## src/rtl/game_pkg.sv

```systemverilog
// Shared definitions for the stacking game: controller state encoding,
// per-level block speed table and the default game dimensions that the
// graphics unit and the sequence controller both rely on.
package game_pkg;

  // Default game dimensions
  localparam int DEF_ROWS_PER_LEVEL = 8;
  localparam int DEF_NUM_LEVELS     = 4;
  localparam int DEF_INIT_WIDTH     = 160;
  localparam int DEF_FALL_TIMEOUT   = 120;
  localparam int DEF_LEVEL_HOLD     = 60;

  // Key bit positions inside the dropper bus
  localparam int KEY_DROP  = 0;
  localparam int KEY_START = 1;
  localparam int KEY_PAUSE = 2;

  // Game sequence states
  typedef enum logic [2:0] {
    ST_IDLE,
    ST_PLAY,
    ST_PAUSE,
    ST_FALL,
    ST_CHECK,
    ST_LVLUP,
    ST_WIN,
    ST_LOSE
  } game_state_t;

  // Horizontal block speed in px per frame, indexed by level
  localparam logic [3:0] SPEED_TABLE [4] = '{4'd2, 4'd3, 4'd4, 4'd6};

  // Looks up the block speed for a given level
  function automatic logic [3:0] speed_for_level(input logic [1:0] lvl);
    return SPEED_TABLE[lvl];
  endfunction

endpackage

```

## src/rtl/game_seq_ctrl_key_edge.sv

```systemverilog
// Registers the level-held keyboard keys and turns each press into a single
// one-cycle pulse. Keys already held while reset is asserted are masked until
// they are released, so releasing reset never looks like a fresh press.
module key_edge (
  input  logic       clk,
  input  logic       reset,
  input  logic [3:0] keys,
  output logic [3:0] edges
);

  logic [3:0] key_q;
  logic [3:0] blocked;

  // Key history, held-through-reset mask and registered rising-edge pulses
  always_ff @(posedge clk) begin
    if (reset) begin
      key_q   <= 4'b0000;
      blocked <= keys;
      edges   <= 4'b0000;
    end else begin
      key_q   <= keys;
      blocked <= blocked & keys;
      edges   <= keys & ~key_q & ~blocked;
    end
  end

endmodule

```

## src/rtl/game_seq_ctrl.sv

```systemverilog
// Game sequence controller for the block stacking game. Tracks play, pause,
// falling, landing evaluation and level progression, and produces the
// registered run/drop/speed/width/score/result outputs for the graphics unit.
module game_seq_ctrl
  import game_pkg::*;
#(
  parameter int ROWS_PER_LEVEL = DEF_ROWS_PER_LEVEL,
  parameter int NUM_LEVELS     = DEF_NUM_LEVELS,
  parameter int INIT_WIDTH     = DEF_INIT_WIDTH,
  parameter int FALL_TIMEOUT   = DEF_FALL_TIMEOUT,
  parameter int LEVEL_HOLD     = DEF_LEVEL_HOLD
) (
  input  logic       clk,
  input  logic       reset,
  input  logic [3:0] dropper,
  input  logic       frame_tick,
  input  logic       land_valid,
  input  logic [9:0] land_overlap,
  output logic       run,
  output logic       drop_req,
  output logic [3:0] speed,
  output logic [9:0] blk_width,
  output logic [1:0] level,
  output logic [3:0] row,
  output logic [7:0] score,
  output logic       win,
  output logic       lose
);

  localparam logic [3:0] ROW_LIMIT  = 4'(ROWS_PER_LEVEL);
  localparam logic [1:0] LAST_LEVEL = 2'(NUM_LEVELS - 1);
  localparam logic [9:0] INIT_W     = 10'(INIT_WIDTH);
  localparam logic [7:0] FALL_LIMIT = 8'(FALL_TIMEOUT);
  localparam logic [7:0] HOLD_LIMIT = 8'(LEVEL_HOLD);

  game_state_t state;
  logic [3:0]  key_edges;
  logic [7:0]  frame_cnt;
  logic [7:0]  frame_inc;
  logic [9:0]  overlap;
  logic [9:0]  overlap_min;
  logic [3:0]  row_inc;
  logic [7:0]  score_inc;
  logic        hold_active;
  logic        drop_edge;
  logic        start_edge;
  logic        pause_edge;
  logic        unused_key;

  key_edge u_key_edge (
    .clk   (clk),
    .reset (reset),
    .keys  (dropper),
    .edges (key_edges)
  );

  assign drop_edge  = key_edges[KEY_DROP];
  assign start_edge = key_edges[KEY_START];
  assign pause_edge = key_edges[KEY_PAUSE];
  assign unused_key = key_edges[3];

  assign frame_inc   = (frame_cnt == 8'hFF) ? frame_cnt : frame_cnt + 8'd1;
  assign score_inc   = (score == 8'hFF) ? score : score + 8'd1;
  assign row_inc     = row + 4'd1;
  assign overlap_min = (land_overlap < blk_width) ? land_overlap : blk_width;

  // Game sequence FSM with all outputs registered alongside the state
  always_ff @(posedge clk) begin
    if (reset) begin
      state       <= ST_IDLE;
      run         <= 1'b0;
      drop_req    <= 1'b0;
      speed       <= speed_for_level(2'd0);
      blk_width   <= INIT_W;
      level       <= 2'd0;
      row         <= 4'd0;
      score       <= 8'd0;
      win         <= 1'b0;
      lose        <= 1'b0;
      frame_cnt   <= 8'd0;
      overlap     <= 10'd0;
      hold_active <= 1'b0;
    end else begin
      drop_req <= 1'b0;
      if (frame_tick) begin
        frame_cnt <= frame_inc;
      end

      case (state)
        ST_IDLE, ST_WIN, ST_LOSE: begin
          if (start_edge) begin
            state     <= ST_PLAY;
            run       <= 1'b1;
            level     <= 2'd0;
            row       <= 4'd0;
            score     <= 8'd0;
            blk_width <= INIT_W;
            speed     <= speed_for_level(2'd0);
            win       <= 1'b0;
            lose      <= 1'b0;
          end
        end

        ST_PLAY: begin
          if (drop_edge) begin
            drop_req  <= 1'b1;
            frame_cnt <= 8'd0;
            run       <= 1'b0;
            state     <= ST_FALL;
          end else if (pause_edge) begin
            run   <= 1'b0;
            state <= ST_PAUSE;
          end
        end

        ST_PAUSE: begin
          if (pause_edge) begin
            run   <= 1'b1;
            state <= ST_PLAY;
          end
        end

        ST_FALL: begin
          if (land_valid) begin
            overlap <= overlap_min;
            state   <= ST_CHECK;
          end else if (frame_tick && (frame_inc >= FALL_LIMIT)) begin
            lose  <= 1'b1;
            state <= ST_LOSE;
          end
        end

        ST_CHECK: begin
          if (overlap == 10'd0) begin
            lose  <= 1'b1;
            state <= ST_LOSE;
          end else begin
            blk_width <= overlap;
            row       <= row_inc;
            score     <= score_inc;
            if (row_inc == ROW_LIMIT) begin
              hold_active <= 1'b0;
              state       <= ST_LVLUP;
            end else begin
              run   <= 1'b1;
              state <= ST_PLAY;
            end
          end
        end

        ST_LVLUP: begin
          if (!hold_active) begin
            if (level == LAST_LEVEL) begin
              win   <= 1'b1;
              state <= ST_WIN;
            end else begin
              level       <= level + 2'd1;
              speed       <= speed_for_level(level + 2'd1);
              row         <= 4'd0;
              blk_width   <= INIT_W;
              frame_cnt   <= 8'd0;
              hold_active <= 1'b1;
            end
          end else if (frame_tick && (frame_inc >= HOLD_LIMIT)) begin
            hold_active <= 1'b0;
            run         <= 1'b1;
            state       <= ST_PLAY;
          end
        end

        default: begin
          run   <= 1'b0;
          state <= ST_IDLE;
        end
      endcase
    end
  end

endmodule

```

## config.mk

```make
export PLATFORM = sky130hd
export DESIGN_NAME = game_seq_ctrl
export DESIGN_NICKNAME = d
export VERILOG_FILES = /design/src/rtl/game_pkg.sv /design/src/rtl/game_seq_ctrl_key_edge.sv /design/src/rtl/game_seq_ctrl.sv
export SDC_FILE = /design/constraint.sdc
export NUM_CORES = 1
export LEC_CHECK = 0
export ABC_CLOCK_PERIOD_IN_PS = 2400
export CELL_PAD_IN_SITES_DETAIL_PLACEMENT = 1
export CELL_PAD_IN_SITES_GLOBAL_PLACEMENT = 1
export CORE_MARGIN = 5
export CORE_UTILIZATION = 40
export DETAILED_ROUTE_END_ITERATION = 7
export GPL_ROUTABILITY_DRIVEN = 0
export PLACE_DENSITY_LB_ADDON = 0.2
export SLEW_MARGIN = 40
export SYNTH_ARGS = -nofsm -noshare
export SYNTH_HDL_FRONTEND = slang
export SYNTH_SLANG_ARGS = --single-unit
```

## constraint.sdc

```tcl
create_clock -name clk -period 2.4 [get_ports clk]
set_input_delay 0.48 -clock clk [delete_from_list [all_inputs] [get_ports clk]]
set_output_delay 0.48 -clock clk [all_outputs]
set_load 0.05 [all_outputs]
```

Word-level counts from Yosys, hierarchy flattened
Index checks and enable logic that the tools add are counted.
Widths: inputs -> output; s select.
{"block": "word_totals", "word_cells": 150, "reg_bits": 64, "output_inout_bits": 32, "input_bits": 18}
{"block": "classes", "bitwise_logic": 7, "n_addsub": 4, "n_reduce_logical": 21, "n_eq_ne": 29, "order_cmp": 4, "n_mux": 69}
{"cell": "$mux 8", "count": 8}
{"cell": "$mux 10", "count": 5}
{"cell": "$mux 4", "count": 10}
{"cell": "$mux 3", "count": 11}
{"cell": "$pmux 8 s2", "count": 2}
{"cell": "$pmux 10 s3", "count": 1}
{"cell": "$ne 2x2->1 const B", "count": 12}
{"cell": "$mux 1", "count": 20}
{"cell": "$pmux 3 s6", "count": 1}
{"cell": "$add 8x1->8 const B", "count": 2}
{"cell": "$eq 8x8->1 const B", "count": 2}
{"cell": "$eq 3x3->1 const B", "count": 4}
{"cell": "$pmux 4 s3", "count": 1}
{"cell": "$reduce_and 4->1", "count": 3}
{"cell": "$logic_not 10->1", "count": 1}
{"cell": "$lt 10x10->1", "count": 1}
{"cell": "$reduce_and 5->1", "count": 2}
{"cell": "$ne 3x3->1 const B", "count": 3}
{"cell": "$bmux 4 s2", "count": 1}
{"cell": "$ge 8x6->1 const B", "count": 1}
{"cell": "$ge 8x7->1 const B", "count": 1}
{"cell": "$pmux 4 s2", "count": 1}
{"cell": "$reduce_and 8->1", "count": 1}
{"cell": "$and 3x3->3", "count": 2}
{"cell": "other kinds (28)", "count": 38}

Logic depth before layout (Yosys ltp)
{"block": "logic_depth", "ltp_word": 8, "depth_mapped": 9, "depth_no_buf": 8}

Hierarchy
From an unflattened synthesis, not the netlist that was laid out.
{"block": "hier_totals", "hier_cells": 386, "hier_area_um2": 3328.2}
{"mod": "game_seq_ctrl", "cells_per_inst": 361, "area_each_um2": 2925.3, "instances": 1, "seq_area_each_um2": 1041.0}
{"mod": "key_edge", "cells_per_inst": 25, "area_each_um2": 402.9, "instances": 1, "seq_area_each_um2": 240.2}

Worst setup path after synthesis
Ideal clock, no wire load.
{"block": "synth_timing", "kind": "flip-flop to flip-flop", "from": "reg blk_width[5]", "to": "reg overlap[1]", "t_arrival_ps": 2216, "period_less_slack_ps": 2302, "stages_incl_launch_ff": 10, "path_slack_ps": 98, "n_path_buf": 1, "path_cell_list": "dfxtp_1 inv_1 ha_1 a2111oi_0 nand2_1 a21oi_1 o21ai_0 buf_2 mux2i_1 a211oi_1"}
{"block": "synth_between", "elab_chain_len": 2}
{"item": "from (decl)", "line_no": "game_seq_ctrl.sv:22", "text": "output logic [9:0] blk_width,"}
{"item": "from (signal assigned)", "line_no": "game_seq_ctrl.sv:138", "text": "blk_width <= overlap;"}
{"item": "$lt 10x10->1", "line_no": "game_seq_ctrl.sv:65", "text": "assign overlap_min = (land_overlap < blk_width) ? land_overlap : blk_width;"}
{"item": "$mux 10", "line_no": "game_seq_ctrl.sv:65"}
{"item": "to (signal assigned)", "line_no": "game_seq_ctrl.sv:125", "text": "overlap <= overlap_min;"}
{"item": "to (decl)", "line_no": "game_seq_ctrl.sv:40", "text": "logic [9:0] overlap;"}
No other way between the ends.
A chain may end at the register's enable or synchronous reset.

Final worst setup path
{"block": "layout_timing", "from": "in land_overlap[5]", "to": "reg overlap[7]"}
{"block": "layout_between", "elab_chain_len": 2}
{"item": "from (decl)", "line_no": "game_seq_ctrl.sv:18", "text": "input logic [9:0] land_overlap,"}
{"item": "$lt 10x10->1", "line_no": "game_seq_ctrl.sv:65"}
{"item": "$mux 10", "line_no": "game_seq_ctrl.sv:65"}
No other way between the ends.

==> results.txt <==
The fraction of synthesized cell area taken by the top area cell type is 38.2%. The detail-routed net length per standard cell is 15.1 um. The half-perimeter wire length after placement came out at 6.18 mm. The number of nets in the final layout came out at about 470. The growth of design area from synthesis to finish came out at 26.6%. The number of flip-flops and latches in the synthesized netlist came out at 61. The slowest library cell on the worst path is clkdlybuf4s50_1. The biggest area consumer among synthesized cells is dfxtp_1. The width of the die came out at 99.4 um.

In this run, synthesis inferred 0 flip-flops with an integrated enable. After clock tree synthesis, the flow added hold-fix buffers numbering 0. The highest clock rate came out at 441 MHz.

After clock tree synthesis, the clock-pin slew on the worst setup and hold paths is approximately 70 ps. The number of antenna violations at the first check in global routing came out at 0. The synthesized netlist net count came out at 409.

The worst vdd rail ir drop is 0.000346 V. At the pin with the least slew margin, the transition time is 696 ps. The path category of the worst min-delay check is flop to flop.

Measured along the y axis, the die boundary spans roughly 100 um. Summed over all layers, the global routing overflow is 0. The total vias in the final route came out at between 2,000 and 3,000. The maximum number of pins on one net before global-route repair is 35. The critical path buffer and inverter count is 2. The repair_antennas step left the layout with diodes totalling 0. The per-instance average area after synthesis came out at 8.53 um2. The run finished with clean final reports. Setup repair after global routing left no endpoint under its margin. The via-per-instance ratio came out at around 5.4. The arrival time of the worst setup path came out at 2510 ps. Traced cell by cell, the critical path runs through clkdlybuf4s50_1, ha_1, a2111oi_1, nand2_1, a21oi_1, o21ai_1, buf_12, mux2i_1, a211oi_1.

In this run the worst path has a maximum fanout of 10. The core region is 0.00777 mm2. In the synthesized netlist the dominant register cell turns out to be dfxtp_1. The worst clock skew on the final layout came out at slightly below 10 ps. The count of buffers inserted at the top-level ports is 47. The maximum root-to-sink buffer count came out at 2.

The count of cell types in the netlist came out at 62. STA classifies the critical path startpoint as a primary input. The cell area after technology mapping came out at 0.00320 mm2. In this design, the largest share of critical-path delay is due to compound AO/OA/AOI/OAI gates.

The number of max-cap violations is 0. The critical path's largest stage delay is 430 ps. The critical path capture point type is a flop. The H-tree was split into 3 levels.

The number of warnings reported in the yosys synthesis log is 0. The critical path required time came out at 2640 ps. The number of instances in the synthesized netlist is between 300 and 400. The instance area after placement is 0.00387 mm2.

The critical path is of the primary input to flop type. In the finished design, the share of the clock period the worst path needs comes to 94.5%. Headroom to the max-slew limit came out at 53.0%. The post-detailed-route count of antenna-violating nets came out at 0. The share of cells above drive strength 1 came out at between 10% and 20%. The time the worst path needs with I/O delays and setup came out at 2270 ps.

In this run the clock root is driven by a clkbuf_8. In the post-synthesis netlist, the biggest area contributors are dfxtp_1 (38%), nor2_1 (6.6%), ha_1 (6.3%). After clock tree synthesis, the setup repair step added 0 buffers. The total negative slack for setup checks is 0 ps. TritonCTS built the clock tree. The CTS sink count came out at 61. The number of top-level pins came out at 50. The cell leakage power is 1.53 nW. The final number of hold-violating endpoints came to 0. The number of DRC violations after detailed-routing iteration 0 came out at 113. The final non-filler cell area came out at 0.00405 mm2. The via count of the first global-routing pass is roughly 3,000. The cell area power density came out at 750 mW/mm2.

In this run the core area contains 32 standard-cell rows. In the routed design, unresolved DRC markers number 0. The wire length of the first global-routing pass is about 14 mm. The floorplan step defined a die boundary enclosing 0.00989 mm2. The number of buffers created by CTS is 9. The count of TritonRoute iterations in the first routing pass came out at 4. The fraction of registers with async set or reset after synthesis came out at 0%. Setup violations remaining at the end of the flow were counted as 0. The final wirelength came out at 8.20 mm.

The clock latency of the later-clocked register in the worst-skew pair came out at 340 ps. The sequential element share of the synthesized area came out at between 30% and 40%. The combined global-route utilization of all metal layers came out at ~18%.

The number of pins exceeding their max-slew limit in the final report came out at 0. Once the floorplan was initialized, standard cells occupied between 40 and 50% of the core.
path summary, 6_finish.rpt:
kind                             from                   to  slack (ps)  cells after the start
setup / recovery      land_overlap[5]           overlap[7]         130                      9
hold / removal    u_key_edge.key_q[0]  u_key_edge.edges[0]         390                      1
setup reg to reg         frame_cnt[0]             state[2]         210                      8
hold reg to reg   u_key_edge.key_q[0]  u_key_edge.edges[0]         390                      1
state kept, by name (all words and copies together) (netlist names):
name	count
lose	1
hold_active	1
row	4
overlap	10
state	3
drop_req	1
run	1
blk_width	10
u_key_edge.key_q	3
speed	3
u_key_edge.blocked	3
frame_cnt	8
win	1
u_key_edge.edges	3
score	8
level	1
layout make-up:
cell class | count | area [um2]
Clock inverter | 4 | 22.5
Inverter | 18 | 67.6
Fill cell | 958 | 3720
Multi-Input combinational cell | 275 | 1810
Clock buffer | 12 | 155
Sequential cell | 61 | 1220
Timing Repair Buffer | 69 | 648
Tap cell | 102 | 128
cell usage in the layout (no fill, tap or decap), types with 2 or more instances in the layout:
cell / Yosys / final
a22oi_1: 11 / 11
nand4_1: 7 / 7
nor4b_1: 3 / 3
and2_1: 3 / 3
or3_1: 2 / 2
a31oi_1: 2 / 2
nand2_1: 20 / 20
clkdlybuf4s50_1: 0 / 47
inv_1: 18 / 18
a211oi_1: 12 / 12
o21ai_0: 12 / 11
xor2_1: 7 / 7
nor2b_1: 8 / 8
nor3b_1: 5 / 5
nand3_1: 9 / 9
o32a_1: 2 / 2
a21oi_1: 23 / 23
nand2b_1: 6 / 6
mux2i_1: 11 / 11
nor3_1: 7 / 7
o21a_1: 7 / 7
and3_1: 7 / 7
dfxtp_1: 61 / 61
clkbuf_8: 0 / 11
nor2_1: 56 / 56
or4_1: 2 / 2
ha_1: 16 / 16
a311oi_1: 2 / 2
o2111ai_1: 2 / 2
clkinv_2: 0 / 3
o22ai_1: 4 / 4
buf_4: 3 / 21
repair_timing:
item / in CTS / in global routing
hold endpoints to repair: 0 / 0
setup endpoints to repair: 0 / 6
resized for setup: 0 / 1
power by group:
part	internal, mW	switching [mW]	leakage [nW]	total [mW]
registers	1.09	0.0964	0.495	1.19
logic	0.414	0.598	0.939	1.01
clock network	0.426	0.410	0.0921	0.837
total	1.93	1.10	1.53	3.04
per-stage QoR:
step | setup slack (ps) | power (mW) | util (%) | std cells | hold slack [ps]
2_1_floorplan | 98.2 | 1.90 | - | 375 | 372
3_3_place_gp | -133 | 2.19 | 49.8 | 525 | 381
3_5_place_dp | -245 | 2.22 | 49.8 | 525 | 389
4_1_cts | 104 | 3.06 | 52.1 | 541 | 398
5_1_grt | 17.7 | 3.23 | 52.1 | 541 | 410
6_report | 131 | 3.04 | 52.1 | 541 | 395
routing by layer:
metal,global-route usage (%),vias to the layer above,part of all wire (%)
met5,0,-,0
met4,5.57,0,1.3
met3,4.14,11,2.9
met2,27.3,42,47
met1,24.0,1415,49
li1,-,1467,-
synth_stat cells, types with 2 or more instances:
library cell  count
a22oi_1          11
and2_1            3
o32a_1            2
nand3_1           9
mux2i_1          11
a21oi_1          23
nor2_1           56
a211oi_1         12
or3_1             2
inv_1            18
nor4b_1           3
dfxtp_1          61
o21ai_0          12
nor3b_1           5
nand4_1           7
buf_4             3
clkbuf_1         11
o21a_1            7
and3_1            7
ha_1             16
nand2_1          20
buf_2             5
xor2_1            7
nor2b_1           8
a311oi_1          2
nor3_1            7
or4_1             2
nand2b_1          6
a31oi_1           2
o22ai_1           4
o2111ai_1         2
logic make-up (layout without fill, tap and decap cells):
kind of cell             Yosys count  in the layout  share of synthesized area, %
other                              1              1                         0.117
AO/OA/AOI/OAI                     95             95                          21.0
adder cells (fa/ha/maj)           16             16                          6.26
flip-flops                        61             61                          38.2
multiplexers                      12             12                          3.79
XOR/XNOR                           8              8                          2.19
buffers and inverters             39            103                          5.36
AND/OR/NAND/NOR                  143            143                          23.1
No activity file was read; power rests on OpenSTA's default activity.
